`src/rtl/dmem_pipe.sv`:
```
// dmem_pipe: single-port MEM-stage data memory with a valid/ready request
// port, byte-lane write enables, a registered read pipeline of configurable
// depth, and a post-reset init sequencer that fills the array.
module dmem_pipe #(
  parameter int BITSIZE      = 32,
  parameter int MEMSIZE      = 64,
  parameter int READ_LATENCY = 1,
  parameter int INIT_MODE    = 1
) (
  input  logic                       clk,
  input  logic                       rst,
  input  logic                       req_valid,
  output logic                       req_ready,
  input  logic                       req_write,
  input  logic [$clog2(MEMSIZE)-1:0] req_addr,
  input  logic [BITSIZE-1:0]         req_wdata,
  input  logic [BITSIZE/8-1:0]       req_be,
  output logic                       rsp_valid,
  output logic [BITSIZE-1:0]         rsp_rdata,
  output logic                       init_done
);

  localparam int AW = $clog2(MEMSIZE);
  localparam int NB = BITSIZE / 8;

  typedef enum logic {
    S_INIT,
    S_RUN
  } state_t;

  state_t               r_state;
  state_t               w_state_nxt;
  logic [AW-1:0]        r_cnt;
  logic [BITSIZE-1:0]   r_mem [MEMSIZE];
  logic [READ_LATENCY-1:0] r_pv;
  logic [BITSIZE-1:0]   r_pd [READ_LATENCY];

  logic                 w_cnt_last;
  logic                 w_init_we;
  logic                 w_accept;
  logic                 w_rd_accept;
  logic                 w_in_range;
  logic [BITSIZE-1:0]   w_init_word;
  logic [BITSIZE-1:0]   w_rd_word;

  assign w_cnt_last  = (r_cnt == AW'(MEMSIZE - 1));
  assign w_in_range  = (int'(req_addr) < MEMSIZE);
  assign w_init_word = (INIT_MODE == 1) ? BITSIZE'(r_cnt) : '0;
  assign w_accept    = req_valid && req_ready;
  assign w_rd_accept = w_accept && !req_write;
  assign w_rd_word   = w_in_range ? r_mem[req_addr] : '0;

  // Next-state and status outputs: INIT sweeps the array, RUN serves requests.
  always_comb begin
    w_state_nxt = r_state;
    w_init_we   = 1'b0;
    req_ready   = 1'b0;
    init_done   = 1'b0;
    case (r_state)
      S_INIT: begin
        w_init_we = 1'b1;
        if (w_cnt_last) begin
          w_state_nxt = S_RUN;
        end
      end
      S_RUN: begin
        req_ready = 1'b1;
        init_done = 1'b1;
      end
      default: w_state_nxt = S_INIT;
    endcase
  end

  // State register and init address counter; reset restarts the sweep.
  always_ff @(posedge clk) begin
    if (rst) begin
      r_state <= S_INIT;
      r_cnt   <= '0;
    end else begin
      r_state <= w_state_nxt;
      if (w_init_we) begin
        r_cnt <= r_cnt + 1'b1;
      end
    end
  end

  // Array writes: init pattern during INIT, byte-masked in-range writes in RUN.
  always_ff @(posedge clk) begin
    if (!rst) begin
      if (w_init_we) begin
        r_mem[r_cnt] <= w_init_word;
      end else if (w_accept && req_write && w_in_range) begin
        for (int unsigned b = 0; b < NB; b++) begin
          if (req_be[b]) begin
            r_mem[req_addr][8*b +: 8] <= req_wdata[8*b +: 8];
          end
        end
      end
    end
  end

  // Read pipeline: data stages only advance behind a valid, so the last
  // stage keeps the previous response while no new one is present.
  always_ff @(posedge clk) begin
    if (rst) begin
      r_pv <= '0;
      for (int unsigned k = 0; k < READ_LATENCY; k++) begin
        r_pd[k] <= '0;
      end
    end else begin
      r_pv[0] <= w_rd_accept;
      if (w_rd_accept) begin
        r_pd[0] <= w_rd_word;
      end
      for (int unsigned k = 1; k < READ_LATENCY; k++) begin
        r_pv[k] <= r_pv[k-1];
        if (r_pv[k-1]) begin
          r_pd[k] <= r_pd[k-1];
        end
      end
    end
  end

  assign rsp_valid = r_pv[READ_LATENCY-1];
  assign rsp_rdata = r_pd[READ_LATENCY-1];

endmodule

```
`config.mk`:
```
export PLATFORM = sky130hd
export DESIGN_NAME = dmem_pipe
export DESIGN_NICKNAME = d
export VERILOG_FILES = /design/src/rtl/dmem_pipe.sv
export SDC_FILE = /design/constraint.sdc
export NUM_CORES = 2
export LEC_CHECK = 0
export ABC_AREA = 1
export CORE_MARGIN = 2
export CORE_UTILIZATION = 30
export DETAILED_ROUTE_END_ITERATION = 12
export PLACE_DENSITY = 0.52
export SETUP_SLACK_MARGIN = 0.4
export SYNTH_ARGS = -nofsm -noshare
export SYNTH_HDL_FRONTEND = slang
export SYNTH_SLANG_ARGS = --single-unit
```
`constraint.sdc`:
```
create_clock -name clk -period 5.8 [get_ports clk]
set_input_delay 1.16 -clock clk [delete_from_list [all_inputs] [get_ports clk]]
set_output_delay 1.16 -clock clk [all_outputs]
set_load 0.01 [all_outputs]
```
==> impl_metrics.tcl <==
set metrics [dict create \
    path_clk_slew_ps 60 \
    fin_nets 7327 \
    finalHoldViolCount 0 \
    clk_latency_ps 880 \
    coreArea_um2 280000 \
    post_cts_buffers 0 \
    worst_pin_slew_ps 1250 \
    drc 0 \
    cp-end-kind "register" \
    synthAdderAreaFrac_pct 0.0148 \
    placed_cell_area_um2 90600 \
    fin_skew_ps 46.3 \
    cts_sinks 2088 \
    seqCellArea_um2 62600 \
    grt_overflow 0 \
    r2r_start "r_state$_SDFF_PP0_" \
    area_growth_pct 15.2 \
    cts_max_level 4 \
    clockRootBuffer "clkbuf_16" \
    first_pass_iters 10 \
    critPathMaxFanout 19 \
    clockBufferDepth 3 \
    status "finished clean" \
    fin_tns_setup_ps 0 \
    io_buffers 80 \
    worst_path_max_delay_cell "nor2_1" \
    cp.required_ps 6290 \
    yosysSeqAreaShare_pct 74.0 \
    antenna_found_initial 17 \
    grt_pass1_wl_mm 382 \
    first_global_vias 54900 \
    ios 81 \
    fmax_ghz 0.210 \
    hold_ws_ps 545 \
    yosys.area.top_type_share_pct 73.8 \
    timing.final.crit_share_pct 82.0 \
    path_delay_family "simple AND/OR/NAND/NOR gates" \
    synthDistinctLibCells 24 \
    synth-main-ff-cell "edfxtp_1" \
    synth-compound-area-share_pct 0.629 \
    min_period_ps 4760 \
    synthMuxAreaShare_pct 0 \
    r2r-end "r_mem[17][29]$_DFFE_PP_" \
    final_area_um2 97500 \
    postRouteAntennaNets 0 \
    reg2reg_depth 10 \
    async_flop_share_pct 0 \
    rsz0062_at_grt "no" \
    synth_top_family_by_area "simple AND/OR/NAND/NOR gates" \
    cts_resized 0 \
    slew_headroom_pct 16.4 \
    crit_buf_inv 4 \
    hp-class "reg -> reg" \
    placementRows 194 \
    netlist_area_um2 84600 \
    synth.most_common_cell "nand2_1" \
    vias_per_cell 5.06 \
    max_stage_delay_ps 860 \
    startpoint_type "primary input" \
    finalPower_w 0.0316 \
    die_area_um2 286000 \
    yosys-top-cells-area "edfxtp_1 74%, nand2_1 11%, nand3_1 10%, clkbuf_1 1.7%, nor2_1 1.7%" \
    crit_arrival_ps 5250 \
    yosys_warnings 0 \
    hpwl_mm 162 \
    drive_gt1_share_pct 7.57 \
    hold_buffers 0 \
    gp_congestion 0.864 \
    start_util_pct 30.2 \
    drv_cap 0 \
    setup_viol 0 \
    n_fill_cell 27400 \
    wire_per_inst_um 23.9 \
    drt_wl_total_mm 267 \
    grt_usage_pct 18.2 \
    crit_path_start "rst" \
    synth_common_cells "2395 x nand2_1, 2080 x edfxtp_1, 1767 x nand3_1, 390 x clkbuf_1, 375 x nor2_1" \
    grt_max_degree 193 \
    die_x_um 535 \
    rrSetupSlack_ps 1420 \
    cts_buffers 214 \
    hold_start "r_state$_SDFF_PP0_" \
    syn-instance-count 7273 \
    synth-xor-area-share_pct 0 \
    maxSlewViolCount 0 \
    min_to "r_cnt[1]$_SDFFE_PP0N_" \
    cts_tree "built" \
    num_vias 56700 \
    p_per_area_nw_per_um2 325 \
    synth_area_per_cell_um2 11.6 \
    vdd_drop_max_mv 0.325 \
    worstHoldPathCells 1 \
    synth_edf_count 2080 \
    ys_ff_latch 2088 \
    yosys.area_share.simple_pct 22.9 \
    die_h_um 535 \
    worstSetupPathType "in -> reg" \
    drt_iter0_drc 6855 \
    synth_area_leader_cell "edfxtp_1" \
    multi_input_area_um2 20200 \
    synthesis.nets 7320 \
    leakage_nw 35.7 \
    crit_chain "clkdlybuf4s50_1 -> inv_2 -> nand2_1 -> nor2_2 -> o21ai_2 -> nand2_4 -> clkinv_2 -> o21ai_2 -> inv_2 -> nor2_4 -> nand2_1 -> nor2_1" \
]
-- flip-flops by register name (all words and copies together), names as in the netlist --
register and count:
r_cnt 6, r_state 1, r_mem 2048, r_pd 32, rsp_valid 1
-- per-layer routing --
| metal | GRT usage, % | part of all wire, % | wire (µm) |
|---|---|---|---|
| met1 | 24.8 | 43 | 114000 |
| met2 | 28.3 | 45 | 121000 |
| met3 | 4.38 | 8.6 | 22900 |
| met4 | 6.68 | 3.4 | 9110 |
| met5 | 0.516 | 0.097 | 260 |
-- cells in the final DEF, fill, tap and decap left out, types with 2 or more instances in the layout --
cell,instances
clkinvlp_4,11
o21ai_2,4
o22ai_1,15
o21ai_0,34
clkdlybuf4s50_1,74
buf_12,50
o21ai_4,5
bufinv_16,19
inv_16,2
clkinv_4,3
nand3_1,1767
clkbuf_16,218
nor2_2,10
dfxtp_1,8
nor3_1,2
clkinv_2,44
edfxtp_1,2080
inv_6,2
inv_1,37
clkbuf_1,49
nand2_1,2393
nor2_4,33
nor2_1,349
inv_8,3
buf_8,3
buf_4,138
inv_2,4
clkinv_16,4
o21ai_1,4
a21oi_1,36
clkinv_1,37
diode_2,14
nand2_2,2
clkinv_8,4
-- cells by family after synthesis --
family | count (synthesis)
adders and majority gates | 1
AOI/OAI and AO/OA | 99
DFF | 2088
and+or+nand+nor | 4558
buffers and inverters | 527
-- power by group --
part / internal, W / total, W / switching [W]
Combinational: 0.000385 / 0.00154 / 0.00115
Sequential: 0.0164 / 0.0165 / 0.0000241
Clock: 0.00773 / 0.0136 / 0.00590
-- cell type report --
cell class,instances,share of cell area (%)
Sequential cell,2088,64.2
Multi-Input combinational cell,4658,20.7
Clock buffer,267,5.78
Tap cell,3724,4.78
Timing Repair Buffer,267,2.91
Clock inverter,120,1.28
Inverter,51,0.234
Antenna cell,14,0.0359
-- through the flow --
stage	util, %	setup slack (ps)	std cells
finish	34.8	1040	11200
global route	34.8	1010	11200
CTS	34.8	1260	11200
detailed placement	32.4	337	10800
global placement	32.4	353	10800
floorplan	-	850	7273
-- worst max-delay path by stage --
stage / end / slack, ps / depth (start not counted)
floorplan: r_mem[0][1]$_DFFE_PP_ / 850 / 6
global placement: r_mem[19][29]$_DFFE_PP_ / 350 / 12
detailed placement: r_mem[19][26]$_DFFE_PP_ / 340 / 12
CTS: r_mem[19][26]$_DFFE_PP_ / 1260 / 12
global route: r_mem[18][6]$_DFFE_PP_ / 1010 / 12
finish: r_mem[17][29]$_DFFE_PP_ / 1040 / 12
Note: power is estimated with default switching activity, not from simulation.
